===== src/rtl/cpu_params_pkg.sv =====
// cpu_params_pkg
// Purpose: CPU-wide sizing parameters shared by the execution units.
// Contents: RSZ, the architectural register width in bits.
package cpu_params_pkg;

    localparam int RSZ = 32;

endpackage : cpu_params_pkg


===== src/rtl/cpu_structs_pkg.sv =====
// cpu_structs_pkg
// Purpose: shared operation encodings for the CPU execution units.
// Contents: IDR_OP_TYPE, the divide/remainder opcode, and a helper that
//           reports whether an opcode treats its operands as signed.
package cpu_structs_pkg;

    typedef enum logic [1:0] {
        DIV  = 2'd0,
        DIVU = 2'd1,
        REM  = 2'd2,
        REMU = 2'd3
    } IDR_OP_TYPE;

    // Quotient and remainder are always both produced; the opcode only
    // selects whether the operands are two's-complement or unsigned.
    function automatic logic idr_is_signed(input IDR_OP_TYPE op);
        return (op == DIV) || (op == REM);
    endfunction

endpackage : cpu_structs_pkg


===== src/rtl/idrfu_intf.sv =====
// IDRFU_intf
// Purpose: request/response bundle between the issue logic and the
//          integer divide/remainder functional unit.
// Signals: Rs1_data (dividend), Rs2_data (divisor), op, start  -> unit
//          quotient, remainder, done                          <- unit
// Modports: slave (the divider), master (the requester).
interface IDRFU_intf;
    import cpu_params_pkg::*;
    import cpu_structs_pkg::*;

    logic [RSZ-1:0] Rs1_data;
    logic [RSZ-1:0] Rs2_data;
    IDR_OP_TYPE     op;
    logic           start;
    logic [RSZ-1:0] quotient;
    logic [RSZ-1:0] remainder;
    logic           done;

    modport slave (
        input  Rs1_data, Rs2_data, op, start,
        output quotient, remainder, done
    );

    modport master (
        output Rs1_data, Rs2_data, op, start,
        input  quotient, remainder, done
    );

endinterface : IDRFU_intf


===== src/rtl/int_div_rem.sv =====
// int_div_rem
// Purpose: multi-cycle integer divide/remainder unit (DIV, DIVU, REM, REMU).
//          Restoring division, one quotient bit per cycle, on operand
//          magnitudes; signs are reapplied in a single fix-up cycle.
//          Divide-by-zero and signed overflow finish immediately.
// Ports:
//   clk_in     - clock, all state updates on its rising edge
//   reset_in   - synchronous active-high reset
//   idrfu_bus  - IDRFU_intf slave: Rs1_data, Rs2_data, op, start in;
//                quotient, remainder (registered), done (1-cycle pulse) out
module int_div_rem
    import cpu_params_pkg::*;
    import cpu_structs_pkg::*;
(
    input  logic      clk_in,
    input  logic      reset_in,
    IDRFU_intf.slave  idrfu_bus
);

    localparam int CNT_W = $clog2(RSZ);
    localparam logic [RSZ-1:0] SIGN_MIN = {1'b1, {(RSZ-1){1'b0}}};

    typedef enum logic [1:0] {
        IDLE = 2'd0,
        CALC = 2'd1,
        FIX  = 2'd2,
        DONE = 2'd3
    } state_t;

    state_t          r_state;
    logic [CNT_W-1:0] r_cnt;
    IDR_OP_TYPE      r_op;
    logic [RSZ-1:0]  r_quo;        // holds dividend magnitude, shifted out as quotient shifts in
    logic [RSZ-1:0]  r_rem;        // partial remainder, always < divisor magnitude
    logic [RSZ-1:0]  r_dvs;        // divisor magnitude
    logic            r_neg_q;
    logic            r_neg_r;
    logic [RSZ-1:0]  r_quotient;
    logic [RSZ-1:0]  r_remainder;
    logic            r_done;

    // Operand conditioning at latch time.
    logic            w_signed;
    logic            w_dvd_neg;
    logic            w_dvs_neg;
    logic [RSZ-1:0]  w_dvd_mag;
    logic [RSZ-1:0]  w_dvs_mag;
    logic            w_div_zero;
    logic            w_overflow;

    assign w_signed   = idr_is_signed(idrfu_bus.op);
    assign w_dvd_neg  = w_signed && idrfu_bus.Rs1_data[RSZ-1];
    assign w_dvs_neg  = w_signed && idrfu_bus.Rs2_data[RSZ-1];
    // The most negative value maps onto itself, which is the correct
    // unsigned magnitude; only the overflow pairing needs special handling.
    assign w_dvd_mag  = w_dvd_neg ? (~idrfu_bus.Rs1_data + 1'b1) : idrfu_bus.Rs1_data;
    assign w_dvs_mag  = w_dvs_neg ? (~idrfu_bus.Rs2_data + 1'b1) : idrfu_bus.Rs2_data;
    assign w_div_zero = (idrfu_bus.Rs2_data == '0);
    assign w_overflow = w_signed && (idrfu_bus.Rs1_data == SIGN_MIN) &&
                        (idrfu_bus.Rs2_data == '1);

    // One restoring step: shift the next dividend bit into the remainder and
    // trial-subtract. Because r_rem < r_dvs, a non-negative difference always
    // fits in RSZ bits and a negative one always sets the top bit.
    logic [RSZ:0]    w_shift;
    logic [RSZ:0]    w_trial;

    assign w_shift = {r_rem, r_quo[RSZ-1]};
    assign w_trial = w_shift - {1'b0, r_dvs};

    // Sign fix-up of the magnitude results (signed ops only).
    logic            w_fix_signed;
    logic [RSZ-1:0]  w_q_fix;
    logic [RSZ-1:0]  w_r_fix;

    assign w_fix_signed = idr_is_signed(r_op);
    assign w_q_fix = (w_fix_signed && r_neg_q) ? (~r_quo + 1'b1) : r_quo;
    assign w_r_fix = (w_fix_signed && r_neg_r) ? (~r_rem + 1'b1) : r_rem;

    // NOTE: every register here, including the datapath, is cleared on reset
    // so an aborted operation leaves no residue for the next request.
    always_ff @(posedge clk_in) begin
        if (reset_in) begin
            r_state     <= IDLE;
            r_cnt       <= '0;
            r_op        <= DIV;
            r_quo       <= '0;
            r_rem       <= '0;
            r_dvs       <= '0;
            r_neg_q     <= 1'b0;
            r_neg_r     <= 1'b0;
            r_quotient  <= '0;
            r_remainder <= '0;
            r_done      <= 1'b0;
        end else begin
            case (r_state)
                IDLE: begin
                    r_done <= 1'b0;
                    if (idrfu_bus.start) begin
                        r_op    <= idrfu_bus.op;
                        r_neg_q <= w_dvd_neg ^ w_dvs_neg;
                        r_neg_r <= w_dvd_neg;
                        r_quo   <= w_dvd_mag;
                        r_dvs   <= w_dvs_mag;
                        r_rem   <= '0;
                        if (w_div_zero) begin
                            r_quotient  <= '1;
                            r_remainder <= idrfu_bus.Rs1_data;
                            r_done      <= 1'b1;
                            r_state     <= DONE;
                        end else if (w_overflow) begin
                            r_quotient  <= SIGN_MIN;
                            r_remainder <= '0;
                            r_done      <= 1'b1;
                            r_state     <= DONE;
                        end else begin
                            r_cnt   <= CNT_W'(RSZ - 1);
                            r_state <= CALC;
                        end
                    end
                end

                CALC: begin
                    if (!w_trial[RSZ]) begin
                        r_rem <= w_trial[RSZ-1:0];
                        r_quo <= {r_quo[RSZ-2:0], 1'b1};
                    end else begin
                        r_rem <= w_shift[RSZ-1:0];
                        r_quo <= {r_quo[RSZ-2:0], 1'b0};
                    end
                    r_cnt <= r_cnt - 1'b1;
                    if (r_cnt == '0) begin
                        r_state <= FIX;
                    end
                end

                FIX: begin
                    r_quotient  <= w_q_fix;
                    r_remainder <= w_r_fix;
                    r_done      <= 1'b1;
                    r_state     <= DONE;
                end

                DONE: begin
                    r_done  <= 1'b0;
                    r_state <= IDLE;
                end

                default: begin
                    r_state <= IDLE;
                end
            endcase
        end
    end

    assign idrfu_bus.quotient  = r_quotient;
    assign idrfu_bus.remainder = r_remainder;
    assign idrfu_bus.done      = r_done;

endmodule : int_div_rem


===== src/flat_wrapper.sv =====
// flat-port wrapper written by rule: the top's interface ports become plain ports
module int_div_rem_flat import cpu_params_pkg::*; import cpu_structs_pkg::*;
  (clk_in, reset_in, idrfu_bus_Rs1_data, idrfu_bus_Rs2_data, idrfu_bus_op, idrfu_bus_start, idrfu_bus_quotient, idrfu_bus_remainder, idrfu_bus_done);
  IDRFU_intf idrfu_bus_i ();
  input  logic clk_in;
  input  logic reset_in;
  input wire logic [$bits(idrfu_bus_i.Rs1_data)-1:0] idrfu_bus_Rs1_data;
  input wire logic [$bits(idrfu_bus_i.Rs2_data)-1:0] idrfu_bus_Rs2_data;
  input wire logic [$bits(idrfu_bus_i.op)-1:0] idrfu_bus_op;
  input wire logic [$bits(idrfu_bus_i.start)-1:0] idrfu_bus_start;
  output wire logic [$bits(idrfu_bus_i.quotient)-1:0] idrfu_bus_quotient;
  output wire logic [$bits(idrfu_bus_i.remainder)-1:0] idrfu_bus_remainder;
  output wire logic [$bits(idrfu_bus_i.done)-1:0] idrfu_bus_done;
  assign idrfu_bus_i.Rs1_data = idrfu_bus_Rs1_data;
  assign idrfu_bus_i.Rs2_data = idrfu_bus_Rs2_data;
  assign idrfu_bus_i.op = idrfu_bus_op;
  assign idrfu_bus_i.start = idrfu_bus_start;
  assign idrfu_bus_quotient = idrfu_bus_i.quotient;
  assign idrfu_bus_remainder = idrfu_bus_i.remainder;
  assign idrfu_bus_done = idrfu_bus_i.done;
  int_div_rem u_core (.clk_in(clk_in), .reset_in(reset_in), .idrfu_bus(idrfu_bus_i));
endmodule

===== config.mk =====
export PLATFORM = sky130hd
export DESIGN_NAME = int_div_rem_flat
export DESIGN_NICKNAME = d
export VERILOG_FILES = /design/src/rtl/cpu_params_pkg.sv /design/src/rtl/cpu_structs_pkg.sv /design/src/rtl/idrfu_intf.sv /design/src/rtl/int_div_rem.sv /design/src/flat_wrapper.sv
export SDC_FILE = /design/constraint.sdc
export NUM_CORES = 1
export LEC_CHECK = 0
export ABC_AREA = 1
export ABC_CLOCK_PERIOD_IN_PS = 2800
export CAP_MARGIN = 20
export CORE_MARGIN = 4
export CORE_UTILIZATION = 50
export DETAILED_ROUTE_END_ITERATION = 12
export GPL_ROUTABILITY_DRIVEN = 0
export PLACE_DENSITY = 0.71
export SLEW_MARGIN = 40
export SYNTH_ARGS = -nofsm -noshare
export SYNTH_HDL_FRONTEND = slang
export SYNTH_SLANG_ARGS = --single-unit

===== constraint.sdc =====
create_clock -name clk_in -period 2.8 [get_ports clk_in]
set_clock_uncertainty 0.1 [all_clocks]
set_input_delay 0.56 -clock clk_in [delete_from_list [all_inputs] [get_ports clk_in]]
set_output_delay 0.56 -clock clk_in [all_outputs]
set_load 0.005 [all_outputs]

After elaboration in Yosys (flattened, before gate mapping). Index checks and enable logic that the tools add are counted.

Register bits: 172. Bits of input ports: 69. Output and inout port bits: 65.

Add/subtract/negate cells: 6. Equality and inequality tests: 12. Multiplexer cells: 31. Bitwise gates (word level): 5. Reductions and logical operators: 21.

Operator list (count): 2-to-1 mux 32 bit (13); case mux 32 bit (2 select lines) (4); adder 32 x 1 -> 32 bit (second input constant) (4); inverter 32 bit (4); equality test 32 bit (second input constant) (2); subtractor 33 x 32 -> 33 bit (1); logical NOT 32 bit (1); 2-to-1 mux 5 bit (3); case mux 5 bit (2 select lines) (1); equality test 2 bit (second input constant) (4); 2-to-1 mux 2 bit (4); case mux 2 bit (4 select lines) (1); logical AND 1 bit (6); logical NOT 2 bit (3); != test 2 bit (second input constant) (3); AND reduction 2 bit (3); logical NOT 5 bit (1); subtractor 5 x 1 -> 5 bit (second input constant) (1); 2-to-1 mux 1 bit (4); AND reduction 4 bit (1); nonzero test 2 bit (2); != test 3 x 1 -> 1 bit (second input constant) (1); case mux 1 bit (3 select lines) (1); AND reduction 3 bit (1); other kinds (5) (6).

Logic depth before layout (Yosys ltp).
Depth in word-level cells: 8. Mapped depth: 18. Depth with buffers taken out: 17.

Worst setup path before layout. No wires, ideal clock.

Path type: register -> register. From: register u_core.r_quo[31]. To: register u_core.r_rem[6]. Data arrival time: 2.082 ns. Required time: 2.568 ns. Path slack: 0.486 ns. Stages on the path, launching flop included: 19. Buffers on the path: 1. Period minus slack after synthesis: 2.314 ns. Cells stage by stage: dfxtp_1 > inv_1 > ha_1 > fa_1 > inv_1 > nand2_1 > nand2_1 > nand3_1 > nand2_1 > nand2_1 > nand2_1 > nand2_2 > nand2_2 > nand2_2 > nand2_2 > buf_6 > nand2_1 > nand3_1 > a21oi_1.

Longest elaborated chain between the ends: 3.

RTL lines: from (decl) (RTL line int_div_rem.sv:33) `logic [RSZ-1:0] r_quo;`; from (signal assigned) (RTL line int_div_rem.sv:103) `r_quo <= w_dvd_mag;`; from (signal assigned) (RTL line int_div_rem.sv:126) `r_quo <= {r_quo[RSZ-2:0], 1'b1};`; from (signal assigned) (RTL line int_div_rem.sv:129) `r_quo <= {r_quo[RSZ-2:0], 1'b0};`; subtractor 33 x 32 -> 33 bit (RTL line int_div_rem.sv:69) `assign w_trial = w_shift - {1'b0, r_dvs};`; 2-to-1 mux 32 bit (RTL line int_div_rem.sv:124) `if (!w_trial[RSZ]) begin`; case mux 32 bit (2 select lines) (RTL line int_div_rem.sv:96) `case (r_state)`; to (signal assigned) (RTL line int_div_rem.sv:125) `r_rem <= w_trial[RSZ-1:0];`; to (signal assigned) (RTL line int_div_rem.sv:128) `r_rem <= w_shift[RSZ-1:0];`; to (decl) (RTL line int_div_rem.sv:34) `logic [RSZ-1:0] r_rem;`.

No other way between the ends. A chain may end at the register's enable or synchronous reset.

Worst setup path in the final report.
From: input port idrfu_bus_Rs2_data[0]. To: register u_core.r_remainder[30] (netlist: u_core.idrfu_bus.remainder[30]).

Longest elaborated chain between the ends: 4. Elaborated cells between the ends (all ways): 8. Classes of those cells: eq/ne: 2; mux: 3; reduce/logical: 3.

RTL lines: from (decl) (RTL line flat_wrapper.sv:8) `input wire logic [$bits(idrfu_bus_i.Rs2_data)-1:0] idrfu_bus_Rs2_data;`; equality test 32 bit or logical NOT 32 bit (tied branches) (RTL line int_div_rem.sv:60, int_div_rem.sv:58); logical AND 1 bit or 2-to-1 mux 32 bit (tied branches) (RTL line int_div_rem.sv:59, int_div_rem.sv:106); != test 3 x 1 -> 1 bit (no line) or 2-to-1 mux 32 bit (tied branches); AND reduction 3 bit (no line) or case mux 32 bit (2 select lines) (tied branches); to (signal assigned) (RTL line int_div_rem.sv:108) `r_remainder <= idrfu_bus.Rs1_data;`; to (signal assigned) (RTL line int_div_rem.sv:139) `r_remainder <= w_r_fix;`; to (decl) (RTL line int_div_rem.sv:39) `logic [RSZ-1:0] r_remainder;`.

Parallel ways exist; a longest one is shown, timed or not. The select of a mux whose other input is x is not followed.

==> impl_results.md <==
* Ports at 134
* Root Driver: clkbuf_16
* Fillers at 2726
* Initial antenna violation count at 0
* Critical Path Source Type: input port
* Netlist cell types at 44
* First DRT Iteration DRCs at 1789
* First-pass GRT wire length at 76000 um
* Post-synthesis register bit count at 171
* Clk_lat worst skew at 0.44 ns
* Worst endpoint required time at 3.08 ns
* Slew HR at 52.7%
* Most frequent cell after synthesis: nand2_1
* Area Growth Syn to Fin at 21.8%
* Final Cell Area at 17200 um2
* Worst Path Arrival at 2.82 ns
* Fin Setup TNS at 0 ns
* Critical Path, Cell by Cell: clkdlybuf4s50_1 > inv_1 > ha_1 > nand3_1 > nor2_1 > nand2_2 > nor2_4 > nand2_1 > nor2_2 > nand3_2 > inv_2 > buf_12 > nand2_1 > o21ai_1 > nor2_1 > nor2_1
* DR pass1 iterations at 6
* Post-synth EDFFs at 0
* Setup bufs post-CTS at 0
* WL/cell at 15.3 um
* Net count, final at 2817
* Asr flop ratio synth at 0%
* HPWL after DPL at 37500 um
* Critical Path End Type: flip-flop
* Max-cap violation count at 0
* Max-slew violation count at 0
* Reg clk slew, reported paths at 0.08 ns
* CTS Buffer Depth at 2
* Largest net degree at the start of global routing at 110
* Critical path class: in2reg
* Setup Viol. Count Final at 0
* Syn avg cell area at 5.62 um2
* Min-delay worst type: reg2reg
* Mapped Cells at 2517
* Vias in the first global route at 15268
* Core box area at 27900 um2
* ANT cells at 0
* Yosys warns at 0
* WP buf/inv at 4
* Global route overflow at 0
* Post-DP Area at 16600 um2
* Seq/Total Area, Yosys at 24.2%
* Post-route DRC at 0
* Row count at 61
* Family with the most delay on the worst path: simple AND/OR/NAND/NOR gates
* Vias per cell at 5.42
* CTS H-tree lvls at 4
* CTS Sinks at 171
* FF-to-FF setup slack at 0.27 ns
* Count of input and output buffers at 132
* Initial core utilization at 50.8%
* Outcome: finished clean
* Top-area cell type share of the netlist area at 24.2%
* Final Non-Filler Cells at 3095
* Critical Path Most Common Cell: nor2_1
* FMAX at 0.394 GHz
* Die width at 176 um
* Net Count, Synth at 2630
* Area leader, netlist: dfxtp_1
* Slowest cell on crit path: clkdlybuf4s50_1
* DRT antenna net count at 0
* Gr usage total at 30.0%
* P_leak at 8.43 nW
* Layout cells sized above 1 at 8.17%
* Worst Tran Pin Value at 0.708 ns
* Final period util at 90.7%
* Primary FF master, synth: dfxtp_1
* Pwr/cell area at 854 nW/um2
* WL final at 47500 um
* Slowest stage delay, CP at 0.42 ns
* Tmin final at 2.54 ns
* RSZ-0062 raised after global routing: false
* Vias at 16778
* CP max FO at 9
* Final hold vios at 0
* Final Core Density at 61.9%
* Commonest cells post-synth: 755 x nand2_1, 364 x inv_1, 280 x nor2_1, 221 x nand3_1, 217 x a21oi_1
* Largest cells by area after synthesis: dfxtp_1 24%, nand2_1 20%, inv_1 9.7%
* Die height at 176 um
* Cells after DPL at 3062
* Maximum vdd ir drop at 0.679 mV
* CTS tree: yes
* DIE AREA at 31100 um2
* TritonCTS Buffers at 17
* Synthesized cell area at 14200 um2
## layout make-up
cell class,count,area (um2),area share [%]
Clock buffer,18,439,2.55
Clock inverter,14,156,0.907
Inverter,372,1400,8.10
Multi-Input combinational cell,1874,8890,51.6
Sequential cell,171,3420,19.9
Tap cell,378,473,2.74
Timing Repair Buffer,268,2460,14.3
## cell usage in the layout, fill, tap and decap left out, types with 3 or more instances in the layout
| cell type | instances |
|---|---|
| clkinv_4 | 5 |
| nor3_1 | 32 |
| nor2_1 | 279 |
| nand2_2 | 9 |
| a21oi_1 | 217 |
| nor4_1 | 5 |
| o21ai_2 | 3 |
| xor2_1 | 21 |
| o21ai_0 | 119 |
| o22ai_1 | 8 |
| buf_4 | 127 |
| o211ai_1 | 18 |
| o31ai_1 | 4 |
| dfxtp_1 | 170 |
| nand3b_1 | 14 |
| a31oi_1 | 4 |
| clkinv_8 | 4 |
| clkbuf_16 | 17 |
| o21bai_1 | 4 |
| ha_1 | 43 |
| a21o_1 | 3 |
| nand3_1 | 220 |
| nor3_2 | 3 |
| clkdlybuf4s50_1 | 131 |
| nand4_1 | 52 |
| nand2_1 | 755 |
| inv_1 | 361 |
| or2_2 | 7 |
| inv_2 | 9 |
| o221ai_1 | 6 |
| buf_12 | 8 |
| xnor2_1 | 11 |
| o21ai_1 | 8 |
| nand3_2 | 5 |
| and2_1 | 3 |
| nor2_2 | 10 |
## final timing paths
check / endpoint / cells past startpoint / from
worst max-delay path: u_core.idrfu_bus.remainder[30] / 16 / idrfu_bus_Rs2_data[0]
worst min-delay path: u_core.idrfu_bus.done / 2 / u_core.idrfu_bus.done
worst max register to register: u_core.idrfu_bus.quotient[28] / 13 / u_core.r_quo[0]
worst min register to register: u_core.idrfu_bus.done / 2 / u_core.idrfu_bus.done
## worst reg2reg max path: cells and delay by family (launching register included)
kind / cells / cell delay [ns]
AO/OA/AOI/OAI: 1 / 0.42
flip-flops: 1 / 0.33
adder cells (fa/ha/maj): 1 / 0.17
buffers and inverters: 2 / 0.15
AND/OR/NAND/NOR: 9 / 1.26
## kinds of logic (layout without fill, tap and decap cells)
kind of cell,after synthesis,in the layout,share of synthesized area (%)
AO/OA/AOI/OAI,400,400,15.1
XOR/XNOR,32,32,1.98
adder cells (fa/ha/maj),44,44,3.94
buffers and inverters,472,672,13.1
flip-flops,171,171,24.2
AND/OR/NAND/NOR,1398,1398,41.6
## state kept, by name, summed over array words and instances, names as in the netlist
name / cells
u_core.idrfu_bus.remainder: 32
u_core.r_neg_q: 1
u_core.r_state: 2
u_core.r_rem: 32
u_core.r_op: 1
u_core.r_dvs: 32
u_core.r_cnt: 5
u_core.idrfu_bus.quotient: 32
u_core.r_quo: 32
u_core.idrfu_bus.done: 1
u_core.r_neg_r: 1
## repair_timing
action                     4_1_cts  5_1_grt
hold buffers                     0        0
gates resized for setup          0        3
setup endpoints to repair        0       33
## layer usage
layer  share of wire [%]  vias to the layer above  GRT usage [%]
met1                  45                     7521           43.3
met5                   0                        -              0
met3                 8.6                       94           4.37
li1                    -                     8425              -
met4                 3.4                        0           10.1
met2                  43                      738           45.9
## metrics by stage
| step | total power, W | hold slack, ns | setup slack (ns) |
|---|---|---|---|
| 2_1_floorplan | 0.00945 | 0.345 | 0.486 |
| 6_report | 0.0147 | 0.358 | 0.260 |
| 3_5_place_dp | 0.0122 | 0.352 | -0.187 |
| 3_3_place_gp | 0.0120 | 0.349 | -0.156 |
| 4_1_cts | 0.0146 | 0.361 | 0.140 |
| 5_1_grt | 0.0160 | 0.385 | 0.00382 |
## power by group
| part | switching, W | internal (W) | leakage (nW) | total [W] |
|---|---|---|---|---|
| clock | 0.00118 | 0.00121 | 0.286 | 0.00239 |
| combinational | 0.00559 | 0.00313 | 6.75 | 0.00873 |
| sequential | 0.000512 | 0.00310 | 1.40 | 0.00361 |
| total | 0.00728 | 0.00744 | 8.43 | 0.0147 |
Power figures use the tool's default switching activity.
==> RTL change 1 (config.mk and constraints unchanged) <==
The package constant `RSZ` goes from 32 to 16.
--- a/src/rtl/cpu_params_pkg.sv
+++ b/src/rtl/cpu_params_pkg.sv
@@ -5,3 +5,3 @@
 
-    localparam int RSZ = 32;
+    localparam int RSZ = 16;
 
Interface: changed (resized idrfu_bus_Rs1_data, idrfu_bus_Rs2_data, idrfu_bus_quotient and idrfu_bus_remainder); port bits go from 134 to 70. The function was not compared with the original's and may differ.
==> RTL change 1 against the unedited design <==
- routed wire length decreased by 59%
- design area decreased by 52%
- synthesized area decreased by 51%
- sequential share of layout area increased by 2.0 points
- count of clock-buffer cells in the layout decreased by 8
- critical path depth decreased by 1
- power decreased by 33%
- worst setup slack improved by 32 ps
- fmax increased by 1.3%
- sequential cell count decreased by 81
- critical path type is now reg2reg
- largest cell class unchanged
==> RTL change 1: results (changes against the unedited design) <==
Run status: complete, no violations (unchanged). The largest voltage drop on the vdd net is 521 uV (was 679 uV). The total number of multi-input combinational cells is 878 (was 1,874).

The worst slack at placement came out at 45.9 ps (was -187 ps). The clock insertion delay at the later pin of the skew report is 350 ps (was 440 ps). The pin count of the biggest net entering global routing came to 44 (was 110). The internal reg-to-reg setup slack is 290 ps (was 270 ps). The number of fill cells in the layout is 1,373 (was 2,726). The non-clock buffer area fraction after layout is 12.0% (was 14.3%). The total leakage power is 4.06 nW (was 8.43 nW). The fraction of the mapped netlist area in compound gates is 14.5% (was 15.1%).

The met3 wirelength from detailed routing came out at 1300 um (was 4100 um). The portion of the post-synthesis area used by sequential elements is 26.0% (was 24.2%). The remaining max-slew budget at the tightest pin came out at 42.5% (was 52.7%). The highest net fanout along the worst path is 17 (was 9). The worst hold path startpoint was u_core.idrfu_bus.quotient[2]$_SDFFE_PP0P_ (was u_core.idrfu_bus.done$_SDFFE_PP0P_).

The number of port buffers came to 68 (was 132). The net count after synthesis came out at 1,255 (was 2,630). The endpoint of the worst register-to-register path was u_core.r_rem[14]$_SDFFE_PP0P_ (was u_core.idrfu_bus.quotient[28]$_SDFFE_PP0P_). The length of the first detailed-routing pass in iterations is 5 (was 6).

Ranking of synthesized cells by instance count: 352 x sky130_fd_sc_hd__nand2_1, 177 x sky130_fd_sc_hd__inv_1, 126 x sky130_fd_sc_hd__nor2_1 (was 755 x sky130_fd_sc_hd__nand2_1, 364 x sky130_fd_sc_hd__inv_1, 280 x sky130_fd_sc_hd__nor2_1). The total non-filler cell area in the finished layout is 8250 um2 (was 17,200 um2). The endpoint with the worst hold slack is u_core.idrfu_bus.quotient[2]$_SDFFE_PP0P_ (was u_core.idrfu_bus.done$_SDFFE_PP0P_). The worst-case hold slack came out at 369 ps (was 358 ps). The number of non-clock inverters came out at 181 (was 372).

The clock distribution area overhead in the final layout came out at 3.78% (was 3.45%). The count of distinct cell types in the synthesized netlist is 40 (was 44). The final routed wire length divided by cell count came out at 13.4 um (was 15.3 um). The number of clock-tree buffers in the layout is 10 (was 18). The global-route wire length before repair was 31,700 um (was 76,000 um). The placed standard-cell area came out at 7930 um2 (was 16,600 um2). The total routed wire length on the met1 layer was 9620 um (was 21,500 um).

The met3 track demand over resource in global routing is 3.13% (was 4.37%). The share of the final layout cell area in sequential cells came out at 21.9% (was 19.9%). The met2 wire length is 8150 um (was 20,200 um). The via count of the first global-routing pass was 6,593 (was 15,300). Dominant cells by area after synthesis: sky130_fd_sc_hd__dfxtp_1 26%, sky130_fd_sc_hd__nand2_1 19%, sky130_fd_sc_hd__inv_1 9.6% (was sky130_fd_sc_hd__dfxtp_1 24%, sky130_fd_sc_hd__nand2_1 20%, sky130_fd_sc_hd__inv_1 9.7%). The number of violations reported at the end of detailed-routing iteration 0 is 610 (was 1,789).
## RTL change 1: worst max-delay path, cell delays in order, from the launching register on
cell,delay [ps]
sky130_fd_sc_hd__dfxtp_2,370
sky130_fd_sc_hd__inv_1,80
sky130_fd_sc_hd__ha_1,210
sky130_fd_sc_hd__fa_1,400
sky130_fd_sc_hd__inv_1,110
sky130_fd_sc_hd__nand2_1,60
sky130_fd_sc_hd__nand2_1,70
sky130_fd_sc_hd__nand3_1,100
sky130_fd_sc_hd__nand2_1,150
sky130_fd_sc_hd__nand2_2,90
sky130_fd_sc_hd__nand2_2,100
sky130_fd_sc_hd__nand2_4,150
sky130_fd_sc_hd__nand2_8,150
sky130_fd_sc_hd__nand2_1,80
sky130_fd_sc_hd__nand3_1,70
sky130_fd_sc_hd__a21oi_1,60
## RTL change 1: where the power goes
part | switching, mW | total [mW] | leakage [nW] | internal, mW
combinational | 4.04 | 6.48 | 3.16 | 2.44
sequential | 0.360 | 2.11 | 0.738 | 1.75
clock | 0.555 | 1.28 | 0.155 | 0.729
==> RTL change 2 (same flow settings) <==
Made on the original files. Make the reset (`reset_in`) asynchronous in one clocked block. Comments in the files are not updated.
--- a/src/rtl/int_div_rem.sv
+++ b/src/rtl/int_div_rem.sv
@@ -81,3 +81,3 @@
     // so an aborted operation leaves no residue for the next request.
-    always_ff @(posedge clk_in) begin
+    always_ff @(posedge clk_in or posedge reset_in) begin
         if (reset_in) begin
Function: differs if reset_in is asserted again (counterexample within 4 cycles, from zero or initial values and one cycle with reset_in high); with reset_in held inactive, the same outputs for 4 cycles.
==> RTL change 2 against the unedited design <==
- utilization is 0.57 points higher
- power up 42%
- synthesized cell count is 6.3% lower
- sequential cell count unchanged
- register-to-register slack lost 110 ps
- critical path depth grew 1
- combinational power is 59% higher
- non-clock buffer count fell by 12
- design area grew 1.5%
- synthesized area is 1.2% higher
- routed wire length increased by 4.1%
- worst setup slack lost 96 ps
==> RTL change 2: results (changes against the unedited design) <==
The total global routing track utilization came out at 31.1% (was 30.0%). The HPWL reported at the end of detailed placement is 38,700 um (was 37,500 um). The count of nets after finishing came to 2,673 (was 2,817). The ratio of routed vias to standard cells is 5.54 (was 5.42). The post-synthesis area per instance is 6.08 um2 (was 5.62 um2). The number of levels in the clock H-tree is 4 (unchanged). The clock insertion delay at the later pin of the skew report is 450 ps. The buffers inserted during post-CTS setup optimization is 0 (unchanged).

The largest voltage drop on the vdd net came out at 999 uV (was 679 uV). The final routed wire length divided by cell count is 16.8 um (was 15.3 um). The highest net fanout along the worst path came out at 25 (was 9).

The quantity of gates resized following cts is 0 (unchanged). The fraction of the mapped netlist area in compound gates came out at 12.1% (was 15.1%). The count of distinct cell types in the synthesized netlist came out at 46 (was 44).

The number of port buffers came to 132 (unchanged). The global-route wire length before repair was 77,800 um (was 76,000 um). The async set or reset register ratio after synthesis came out at 100% (was 0%). The number of max-cap violations is 0 (unchanged).

The number of violations reported at the end of detailed-routing iteration 0 was 1,917 (was 1,789). Ranking of synthesized cells by instance count: 833 x sky130_fd_sc_hd__nand2_1, 308 x sky130_fd_sc_hd__inv_1, 220 x sky130_fd_sc_hd__nand3_1 (was 755 x sky130_fd_sc_hd__nand2_1, 364 x sky130_fd_sc_hd__inv_1, 280 x sky130_fd_sc_hd__nor2_1). The xor/xnor cell area share of the yosys netlist came out at 2.69% (was 1.98%). The pin count of the biggest net entering global routing is 87 (was 110). The via count of the first global-routing pass came out at 15,000 (was 15,300). The number of CTS-inserted buffers is 17 (unchanged). The root cell of the clock tree is sky130_fd_sc_hd__clkbuf_16 (unchanged). The fraction of the mapped netlist area in adder cells is 3.89% (was 3.94%).

Dominant cells by area after synthesis: sky130_fd_sc_hd__dfrtp_1 30%, sky130_fd_sc_hd__nand2_1 22%, sky130_fd_sc_hd__inv_1 8.1% (was sky130_fd_sc_hd__dfxtp_1 24%, sky130_fd_sc_hd__nand2_1 20%, sky130_fd_sc_hd__inv_1 9.7%). The placed standard-cell area came out at 16,800 um2 (was 16,600 um2). The slowest cell on the critical path is sky130_fd_sc_hd__fa_1 (was sky130_fd_sc_hd__clkdlybuf4s50_1). The length of the first detailed-routing pass in iterations is 7 (was 6). The net count after synthesis is 2,471 (was 2,630). The number of vias after detailed routing is 16,400 (was 16,800).

The total leakage power came out at 9.05 nW (was 8.43 nW). Run status: complete, no violations (unchanged). The proportion of netlist area held by the largest area contributor is 29.9% (was 24.2%). The remaining max-slew budget at the tightest pin came to 48.5% (was 52.7%).

The clock tree buffer depth is 2 (unchanged). The fraction of final layout cells sized beyond drive strength 1 is 8.39% (was 8.17%). The number of fill cells in the layout came out at 2,687 (was 2,726). The placed cell count is 2,919 (was 3,062). The worst slack at placement is -192 ps (was -187 ps). The portion of the post-synthesis area used by sequential elements is 29.9% (was 24.2%).
[RTL change 2: power by group]
group	switching, mW	leakage, nW	internal [mW]
registers	0.887	2.21	3.54
clock network	1.32	0.303	1.24
logic	9.14	6.54	4.81
[RTL change 2: per-layer routing]
layer	share of wire [%]	up-vias	GRT usage [%]
met2	42	846	45.9
met1	44	7482	45.8
li1	-	7926	-
met4	3.1	0	10.3
met3	11	107	6.07
met5	0	-	0
[RTL change 2: area by class of cell]
type                            count  area, um2  share of cell area (%)
Tap cell                          378        473                    2.70
Inverter                          330       1240                    7.10
Clock buffer                       17        425                    2.43
Clock inverter                     15        209                    1.19
Multi-Input combinational cell   1784       8490                    48.5
Sequential cell                   171       4280                    24.5
Timing Repair Buffer              256       2380                    13.6
[RTL change 2: path summary, 6_finish.rpt]
path	from	endpoint	slack [ps]	cells after the start
worst min-delay path	u_core.idrfu_bus.remainder[11]$_DFFE_PP0P_	u_core.idrfu_bus.remainder[11]$_DFFE_PP0P_	380	2
worst max-delay path	u_core.r_quo[31]$_DFFE_PP0P_	u_core.r_rem[20]$_DFFE_PP0P_	160	17
min in group asynchronous	reset_in	u_core.r_rem[2]$_DFFE_PP0P_	510	3
worst min register to register	u_core.idrfu_bus.remainder[11]$_DFFE_PP0P_	u_core.idrfu_bus.remainder[11]$_DFFE_PP0P_	380	2
max in group asynchronous	reset_in	u_core.r_dvs[22]$_DFFE_PP0P_	1670	3
worst max register to register	u_core.r_quo[31]$_DFFE_PP0P_	u_core.r_rem[20]$_DFFE_PP0P_	160	17
[RTL change 2: worst max-delay path, delay by kind of cell (launching register included)]
kind,cells,cell delay (ps)
buf+inv,2,220
fa+ha+maj,2,640
flops,1,360
simple gates,13,1180
